`config.mk`:
```
export PLATFORM = sky130hd
export DESIGN_NAME = sad_engine_param
export DESIGN_NICKNAME = d
export VERILOG_FILES = /design/src/rtl/sad_pkg.sv /design/src/rtl/sad_lane_tree.sv /design/src/rtl/sad_engine_param.sv
export SDC_FILE = /design/constraint.sdc
export NUM_CORES = 1
export LEC_CHECK = 0
export ABC_CLOCK_PERIOD_IN_PS = 5440
export BUFFER_PORTS_ARGS = -buffer_cell sky130_fd_sc_hd__buf_2
export CORE_ASPECT_RATIO = 0.5
export CORE_MARGIN = 5
export CORE_UTILIZATION = 60
export DETAILED_ROUTE_END_ITERATION = 10
export PLACE_DENSITY = 0.8
export SETUP_SLACK_MARGIN = 0.4
export SLEW_MARGIN = 20
export SYNTH_ARGS = -nofsm -noshare
export SYNTH_HDL_FRONTEND = slang
export SYNTH_SLANG_ARGS = --single-unit
```
`constraint.sdc`:
```
create_clock -name Clk -period 5.44 [get_ports Clk]
set_input_delay 0.544 -clock Clk [delete_from_list [all_inputs] [get_ports Clk]]
set_output_delay 0.544 -clock Clk [all_outputs]
set_load 0.005 [all_outputs]
```
`src/rtl/sad_pkg.sv`:
```
// Shared mode constants, FSM encoding and width helpers for the SAD/SSD engine.
package sad_pkg;

   localparam logic MODE_SAD = 1'b0;
   localparam logic MODE_SSD = 1'b1;

   typedef logic [1:0] state_t;

   localparam state_t ST_IDLE  = 2'd0;
   localparam state_t ST_READ  = 2'd1;
   localparam state_t ST_DRAIN = 2'd2;
   localparam state_t ST_DONE  = 2'd3;

   function automatic int unsigned sad_clog2(input int unsigned value);
      int unsigned result;
      result = 0;
      for (int i = 0; i < 32; i++) begin
         if ((64'd1 << i) < 64'(value)) result = i + 1;
      end
      return result;
   endfunction

   // A squared difference needs twice the pixel width; SAD terms reuse the same register.
   function automatic int unsigned term_width(input int unsigned pix_w);
      return 2 * pix_w;
   endfunction

   function automatic int unsigned lane_sum_width(input int unsigned pix_w,
                                                  input int unsigned pix_per_word);
      return term_width(pix_w) + sad_clog2(pix_per_word);
   endfunction

endpackage

```
`src/rtl/sad_lane_tree.sv`:
```
// Per-lane |a-b| or (a-b)^2 (stage 2) followed by a registered lane adder tree (stage 3).
module sad_lane_tree
   import sad_pkg::*;
#(
   parameter int unsigned PIX_W        = 8,
   parameter int unsigned PIX_PER_WORD = 4
) (
   input  logic                                               Clk,
   input  logic                                               Rst_n,
   input  logic                                               i_mode,
   input  logic                                               i_valid,
   input  logic [PIX_W*PIX_PER_WORD-1:0]                      i_a,
   input  logic [PIX_W*PIX_PER_WORD-1:0]                      i_b,
   output logic                                               o_valid,
   output logic [lane_sum_width(PIX_W, PIX_PER_WORD)-1:0]     o_sum
);

   localparam int unsigned TERM_W = term_width(PIX_W);
   localparam int unsigned SUM_W  = lane_sum_width(PIX_W, PIX_PER_WORD);

   logic [TERM_W-1:0] w_term [PIX_PER_WORD];
   logic [TERM_W-1:0] r_term [PIX_PER_WORD];
   logic              r_v2;
   logic [SUM_W-1:0]  w_sum;
   logic [SUM_W-1:0]  r_sum;
   logic              r_v3;

   for (genvar l = 0; l < PIX_PER_WORD; l++) begin : g_lane
      logic [PIX_W:0]   w_diff;
      logic [PIX_W-1:0] w_abs;

      // One extra bit keeps the sign of the unsigned difference.
      assign w_diff    = {1'b0, i_a[l*PIX_W +: PIX_W]} - {1'b0, i_b[l*PIX_W +: PIX_W]};
      assign w_abs     = w_diff[PIX_W] ? PIX_W'(-w_diff) : w_diff[PIX_W-1:0];
      assign w_term[l] = (i_mode == MODE_SSD) ? TERM_W'(w_abs) * TERM_W'(w_abs)
                                              : TERM_W'(w_abs);
   end

   always_ff @(posedge Clk or negedge Rst_n) begin
      if (!Rst_n) begin
         r_v2 <= 1'b0;
         for (int l = 0; l < PIX_PER_WORD; l++) r_term[l] <= '0;
      end else begin
         r_v2 <= i_valid;
         for (int l = 0; l < PIX_PER_WORD; l++) r_term[l] <= w_term[l];
      end
   end

   always_comb begin
      w_sum = '0;
      for (int l = 0; l < PIX_PER_WORD; l++) w_sum = w_sum + SUM_W'(r_term[l]);
   end

   always_ff @(posedge Clk or negedge Rst_n) begin
      if (!Rst_n) begin
         r_v3  <= 1'b0;
         r_sum <= '0;
      end else begin
         r_v3  <= r_v2;
         r_sum <= w_sum;
      end
   end

   assign o_valid = r_v3;
   assign o_sum   = r_sum;

endmodule

```
`src/rtl/sad_engine_param.sv`:
```
// SAD/SSD engine: streams two word memories, accumulates lane sums with saturation.
module sad_engine_param
   import sad_pkg::*;
#(
   parameter int unsigned PIX_W        = 8,
   parameter int unsigned PIX_PER_WORD = 4,
   parameter int unsigned A_WIDTH      = 6,
   parameter int unsigned OUT_W        = 32
) (
   input  logic                          Clk,
   input  logic                          Rst_n,
   input  logic                          Go,
   input  logic                          Mode,
   input  logic [A_WIDTH:0]              Len,
   input  logic [A_WIDTH-1:0]            Base_A,
   input  logic [A_WIDTH-1:0]            Base_B,
   output logic [A_WIDTH-1:0]            MA_Addr,
   output logic                          MA_En,
   input  logic [PIX_W*PIX_PER_WORD-1:0] MA_Do,
   output logic [A_WIDTH-1:0]            MB_Addr,
   output logic                          MB_En,
   input  logic [PIX_W*PIX_PER_WORD-1:0] MB_Do,
   output logic                          Busy,
   output logic                          Done,
   output logic [OUT_W-1:0]              SAD_Out,
   output logic                          Overflow
);

   localparam int unsigned SUM_W = lane_sum_width(PIX_W, PIX_PER_WORD);
   localparam int unsigned EXT_W = ((SUM_W > OUT_W) ? SUM_W : OUT_W) + 1;

   state_t             r_state;
   logic               r_mode;
   logic [A_WIDTH:0]   r_len;
   logic [A_WIDTH:0]   r_cnt;
   logic [1:0]         r_drain;
   logic [A_WIDTH-1:0] r_ma_addr;
   logic [A_WIDTH-1:0] r_mb_addr;
   logic               r_en;
   logic               r_v1;
   logic [OUT_W-1:0]   r_acc;
   logic               r_ovf;
   logic [OUT_W-1:0]   r_sad;
   logic               r_ovf_out;
   logic               r_busy;
   logic               r_done;

   logic               w_start;
   logic               w_lane_v;
   logic [SUM_W-1:0]   w_lane_sum;
   logic [EXT_W-1:0]   w_ext;
   logic               w_sat;
   logic [OUT_W-1:0]   w_acc_next;

   assign w_start = Go && ((r_state == ST_IDLE) || (r_state == ST_DONE));

   sad_lane_tree #(
      .PIX_W        (PIX_W),
      .PIX_PER_WORD (PIX_PER_WORD)
   ) u_lane_tree (
      .Clk     (Clk),
      .Rst_n   (Rst_n),
      .i_mode  (r_mode),
      .i_valid (r_v1),
      .i_a     (MA_Do),
      .i_b     (MB_Do),
      .o_valid (w_lane_v),
      .o_sum   (w_lane_sum)
   );

   // Sequencer: word 0 is issued on the Go edge itself, the rest from READ.
   always_ff @(posedge Clk or negedge Rst_n) begin
      if (!Rst_n) begin
         r_state   <= ST_IDLE;
         r_mode    <= MODE_SAD;
         r_len     <= '0;
         r_cnt     <= '0;
         r_drain   <= '0;
         r_ma_addr <= '0;
         r_mb_addr <= '0;
         r_en      <= 1'b0;
      end else if (w_start) begin
         r_mode    <= Mode;
         r_len     <= Len;
         r_ma_addr <= Base_A;
         r_mb_addr <= Base_B;
         if (Len != '0) begin
            r_en    <= 1'b1;
            r_cnt   <= (A_WIDTH+1)'(1);
            r_state <= ST_READ;
         end else begin
            r_state <= ST_DONE;
         end
      end else begin
         case (r_state)
            ST_READ: begin
               if (r_cnt == r_len) begin
                  r_en    <= 1'b0;
                  r_drain <= '0;
                  r_state <= ST_DRAIN;
               end else begin
                  r_ma_addr <= r_ma_addr + A_WIDTH'(1);
                  r_mb_addr <= r_mb_addr + A_WIDTH'(1);
                  r_cnt     <= r_cnt + (A_WIDTH+1)'(1);
               end
            end
            // Three cycles cover memory, term and tree stages of the last word.
            ST_DRAIN: begin
               if (r_drain == 2'd2) r_state <= ST_DONE;
               else                 r_drain <= r_drain + 2'd1;
            end
            ST_DONE: r_state <= ST_IDLE;
            default: r_state <= ST_IDLE;
         endcase
      end
   end

   always_ff @(posedge Clk or negedge Rst_n) begin
      if (!Rst_n) r_v1 <= 1'b0;
      else        r_v1 <= r_en;
   end

   assign w_ext      = EXT_W'(r_acc) + EXT_W'(w_lane_sum);
   assign w_sat      = |w_ext[EXT_W-1:OUT_W];
   assign w_acc_next = w_sat ? {OUT_W{1'b1}} : w_ext[OUT_W-1:0];

   always_ff @(posedge Clk or negedge Rst_n) begin
      if (!Rst_n) begin
         r_acc <= '0;
         r_ovf <= 1'b0;
      end else if (w_start) begin
         r_acc <= '0;
         r_ovf <= 1'b0;
      end else if (w_lane_v) begin
         r_acc <= w_acc_next;
         r_ovf <= r_ovf | w_sat;
      end
   end

   always_ff @(posedge Clk or negedge Rst_n) begin
      if (!Rst_n) begin
         r_done    <= 1'b0;
         r_sad     <= '0;
         r_ovf_out <= 1'b0;
      end else if (r_state == ST_DONE) begin
         r_done    <= 1'b1;
         r_sad     <= r_acc;
         r_ovf_out <= r_ovf;
      end else begin
         r_done    <= 1'b0;
      end
   end

   always_ff @(posedge Clk or negedge Rst_n) begin
      if (!Rst_n)                   r_busy <= 1'b0;
      else if (w_start)             r_busy <= 1'b1;
      else if (r_state == ST_DONE)  r_busy <= 1'b0;
   end

   assign MA_Addr  = r_ma_addr;
   assign MB_Addr  = r_mb_addr;
   assign MA_En    = r_en;
   assign MB_En    = r_en;
   assign Busy     = r_busy;
   assign Done     = r_done;
   assign SAD_Out  = r_sad;
   assign Overflow = r_ovf_out;

endmodule

```
# Word-level counts from Yosys, hierarchy flattened
# Cells that the tools add are included.
dict set report classes {
  eq_ne 11
  n_addsub 16
  muxes 38
  multipliers 4
  bitwise 2
  n_reduce_logical 14
}
# op n
set op_table {}
lappend op_table {{32-bit two-way mux} 3}
lappend op_table {{8-bit by 8-bit multiplier with 16-bit output} 4}
lappend op_table {{16-bit two-way mux} 4}
lappend op_table {{6-bit two-way mux} 6}
lappend op_table {{8-bit by 8-bit subtractor with 9-bit output} 4}
lappend op_table {{32-bit by 18-bit adder with 33-bit output} 1}
lappend op_table {{8-bit two-way mux} 4}
lappend op_table {{8-bit negation} 4}
lappend op_table {{7-bit two-way mux} 4}
lappend op_table {{17-bit by 16-bit adder with 18-bit output} 1}
lappend op_table {{18-bit by 16-bit adder with 18-bit output} 1}
lappend op_table {{16-bit by 16-bit adder with 17-bit output} 1}
lappend op_table {{6-bit by 1-bit adder with 6-bit output, second input constant} 2}
lappend op_table {{2-bit two-way mux} 6}
lappend op_table {{2-bit nonzero test} 5}
lappend op_table {{1-bit two-way mux} 9}
lappend op_table {{2-bit one-hot mux with 2 select lines} 2}
lappend op_table {{7-bit by 1-bit adder with 7-bit output, second input constant} 1}
lappend op_table {{7-bit == test} 1}
lappend op_table {{7-bit nonzero test} 1}
lappend op_table {{2-bit == test, second input constant} 3}
lappend op_table {{2-bit != test, second input constant} 3}
lappend op_table {{3-bit != test, second input constant} 2}
lappend op_table {{3-bit AND reduction} 2}
lappend op_table {{other kinds (10)} 11}
dict set report totals {
  reg_bits 185
  wordCells 107
  input_bits 87
}

# Longest topological paths before layout
dict set report logic_depth {
  ltp_word 5
  ltp_mapped 28
}

# Modules after synthesis
# From an unflattened synthesis, not the netlist that was laid out.
dict set report hier_totals {
  cells_unflattened 1943
  hier_area_um2 17882.2
}
# mod seq_area_each_um2 area_per_inst_um2 n_inst cells_each
set by_module_without_submodules {}
lappend by_module_without_submodules {sad_lane_tree 2102.0 12363.1 1 1406}
lappend by_module_without_submodules {sad_engine_param 2527.4 5519.0 1 537}

# Least setup slack after synthesis
# OpenSTA, ideal clock, no wires.
dict set report synth_path {
  path_type {in2reg}
  start {input MA_Do[16]}
  end {register u_lane_tree.r_term[31] (netlist bit)}
  cell_stages 25
  t_required_ns 5.305
  slack_ns -1.105
  setup_ns 0.135
  n_path_buf 0
  t_arrival_ns 6.410
  cell_sequence {inv_1 > ha_1 > inv_1 > fa_1 > a21oi_2 > o211ai_1 > a21oi_1 > xor2_1 > a31oi_1 > xor3_2 > or2_2 > fa_1 > inv_1 > fa_1 > fa_1 > inv_1 > fa_1 > inv_1 > ha_1 > a21o_1 > a31o_2 > a211o_1 > a21oi_1 > o21a_1 > nor3_1}
}
# item line
set synth_lines {}
lappend synth_lines {{start: declaration} sad_engine_param.sv:19} ;# input logic [PIX_W*PIX_PER_WORD-1:0] MA_Do,
lappend synth_lines {{end: declaration} sad_lane_tree.sv:22} ;# logic [TERM_W-1:0] r_term [PIX_PER_WORD];

==> summary.txt <==
Outcome
  – Status: finished with violations
  – Failing checks: setup timing

Critical path
  – CP Class: primary input to flop
  – Critical R2R Launch: u_lane_tree.r_term[1]
  – Worst path max stage delay: 590 ps
  – WP data required: 5740 ps
  – Worst setup EP type: flop
  – Critical path buffer and inverter count: 8
  – Largest fanout on the critical path: 4
  – Data arrival time of the worst path: 6520 ps
  – Startpoint Class: primary input
  – Critical path depth: 27
  – Flop-to-flop setup slack: 840 ps
  – Reg2reg end: u_lane_tree.o_sum[15]
  – CP delay by family, top: adder cells
  – Reg2reg path depth: 13
  – Slowest CP cell: fa_1

Global routing
  – Total global routing overflow: 0
  – First-pass GRT wire length: 74000 um
  – Antenna violations before repair: 1
  – GRT Resource Usage Total: 28.3%
  – Vias in the first global route: 15.3k
  – Largest net degree at the start of global routing: 94

Synthesis
  – Synth cell count leaders: inv_1 (253), nor2_1 (190), ha_1 (186)
  – Most common cell in the netlist: inv_1
  – Mapped Area: 0.0170 mm^2
  – Yosys top cell area share: 27.2%
  – Async SR Flop Fraction: 100%
  – Post-synthesis sequential area ratio: 27.2%
  – Number of flops mapped to enable cells by yosys: 0
  – Dominant cell type by area after synthesis: dfrtp_1
  – Mapped Cells: 1810
  – Syn avg cell area: 9.41 um^2
  – #FFs+latches synth: 185
  – Ys flop type: dfrtp_1
  – Top post-synthesis cells by area: dfrtp_1 (27%), fa_1 (16%), ha_1 (14%), inv_1 (5.6%), nor2_1 (4.2%)
  – Yosys Warn Count: 0
  – Synth cell types: 68

Timing
  – Final setup fails: 29
  – Worst-Margin Slew: 1020 ps
  – Fin crit share: 114%
  – RSZ-0062 raised after global routing: yes
  – Setup WS post-layout: -781 ps
  – Crit path time final: 6220 ps
  – Max frequency: 161 MHz
  – Worst Hold Slack: 165 ps
  – Slew HR: 31.7%
  – Slew Limit Fails: 0
  – Setup Skew: 15.1 ps
  – Hold Vio Cnt, Final: 0

Finish
  – Layout Nets: 2679
  – Post-route cell area: 0.0233 mm^2
  – Area grow syn2layout: 36.6%
  – Share of cells above drive strength 1: 38.7%
  – Diodes inserted: 0

Detailed routing
  – Antenna-violating nets left: 0
  – Drt drc: 0
  – Final WL: 52600 um
  – DR vias: 15.5k
  – DR WL/cell: 19.7 um
  – Via/cell ratio: 5.84
  – DRT iter0 DRCs: 1269
  – Drt first pass iters: 6

Floorplanning
  – Core area: 0.0278 mm^2
  – # rows: 43
  – I/O pin count: 136
  – Die height: 129 um
  – Die Wd: 248 um
  – Initial core utilization: 61.3%
  – DIE AREA: 0.0321 mm^2

Job
  – Max Cap Viol: 0

Clocking
  – Hold_buf cts: 0
  – CTS tree: done
  – Root Driver: clkbuf_16
  – Max H-tree Level: 4
  – CTS buffer count: 17
  – Clock slew at reported path FFs: 80 ps
  – CTS sink count: 185
  – Clk Latency, worst-skew pair: 450 ps
  – Longest Clk Path Bufs: 2

Placement
  – Routability congestion estimate: 0.885
  – Port bufs: 135
  – DP HPWL: 31900 um
  – Cell area after placement: 0.0210 mm^2

Min path
  – Worst hold path class: primary input to async pin
[flip-flops by register name (all words and copies together) (netlist names)]
| name | cells |
|---|---|
| u_lane_tree.r_term | 64 |
| SAD_Out | 32 |
| r_acc | 32 |
| u_lane_tree.o_sum | 18 |
| r_cnt | 7 |
| r_len | 7 |
| MA_Addr | 6 |
| MB_Addr | 6 |
| r_drain | 2 |
| r_state | 2 |
| Busy | 1 |
| Done | 1 |
| MA_En | 1 |
| Overflow | 1 |
| r_mode | 1 |
| r_ovf | 1 |
| r_v1 | 1 |
| u_lane_tree.o_valid | 1 |
| u_lane_tree.r_v2 | 1 |
[layout make-up]
type | instances | area (um^2)
Clock buffer | 17 | 425
Fill cell | 1400 | 4540
Clock inverter | 15 | 191
Tap cell | 382 | 478
Inverter | 254 | 1000
Sequential cell | 185 | 4630
Timing Repair Buffer | 468 | 3420
Multi-Input combinational cell | 1343 | 13100
[repair_timing]
item,4_1_cts,5_1_grt
gates resized for setup,141,135
endpoints found under the setup margin,40,42
setup buffers,33,24
pin swaps,95,95
[per-layer routing]
metal | global-route usage [%] | part of all wire, %
met5 | 0 | 0.017
met4 | 8.36 | 5.4
met3 | 4.16 | 6.6
met2 | 50.4 | 49
met1 | 36.5 | 39
[worst reg2reg max path: cells and delay by family (launching register included)]
family / cells / cell delay [ps]
compound gates: 5 / 1640
xor+xnor: 1 / 320
fa+ha+maj: 4 / 1680
buf+inv: 1 / 60
flops: 1 / 390
simple gates: 2 / 380
[kinds of logic after synthesis]
| logic type | share of synthesized area, % |
|---|---|
| multiplexers | 3.22 |
| adder cells (fa/ha/maj) | 29.8 |
| XOR/XNOR | 7.86 |
| buffers and inverters | 6.41 |
| other | 0.0220 |
| flip-flops | 27.2 |
| AO/OA/AOI/OAI | 13.5 |
| AND/OR/NAND/NOR | 12.0 |
[worst max path at each step]
| stage | startpoint | slack [ps] | endpoint |
|---|---|---|---|
| global placement | MA_Do[0] | -800 | u_lane_tree.r_term[63] |
| floorplan | MA_Do[24] | -520 | u_lane_tree.r_term[15] |
| global route | MA_Do[24] | -880 | u_lane_tree.r_term[15] |
| detailed placement | MA_Do[0] | -950 | u_lane_tree.r_term[63] |
| CTS | MA_Do[24] | -220 | u_lane_tree.r_term[15] |
| finish | MA_Do[24] | -780 | u_lane_tree.r_term[15] |
[layout by cell type, fill, tap and decap left out, types with 13 or more instances in the layout]
master | Yosys | final
nor2_1 | 190 | 163
a21oi_2 | 4 | 26
nand4_1 | 13 | 13
fa_1 | 137 | 118
xnor2_2 | 2 | 20
o21ai_2 | 0 | 15
o21ai_0 | 79 | 64
nor2_2 | 0 | 13
dfrtp_1 | 185 | 185
or2_2 | 29 | 14
o21a_1 | 20 | 20
or2_4 | 0 | 16
mux2_2 | 37 | 37
buf_2 | 3 | 130
xnor2_1 | 81 | 59
buf_4 | 1 | 284
ha_1 | 186 | 151
a21oi_1 | 111 | 70
ha_4 | 0 | 34
inv_2 | 1 | 54
clkbuf_16 | 0 | 17
xor2_1 | 58 | 43
a21oi_4 | 0 | 19
buf_6 | 0 | 46
nand3_1 | 22 | 18
nand2_1 | 104 | 97
nor2_4 | 0 | 14
nor3_1 | 34 | 26
a21o_1 | 32 | 30
fa_2 | 0 | 19
inv_1 | 253 | 192
[stage by stage]
step                worst slack [ps]  std cells  TNS, ps  utilization [%]
finish                          -781       2664    -8120             83.7
global route                    -877       2664   -12840             83.7
CTS                             -221       2640    -2020             80.8
detailed placement              -953       2575   -21140             75.3
global placement                -798       2575   -16590             75.3
floorplan                       -519       1817    -6980                -
Power is not shown: default switching activity piles up to over one toggle a cycle in this logic, so the estimate is an artifact.
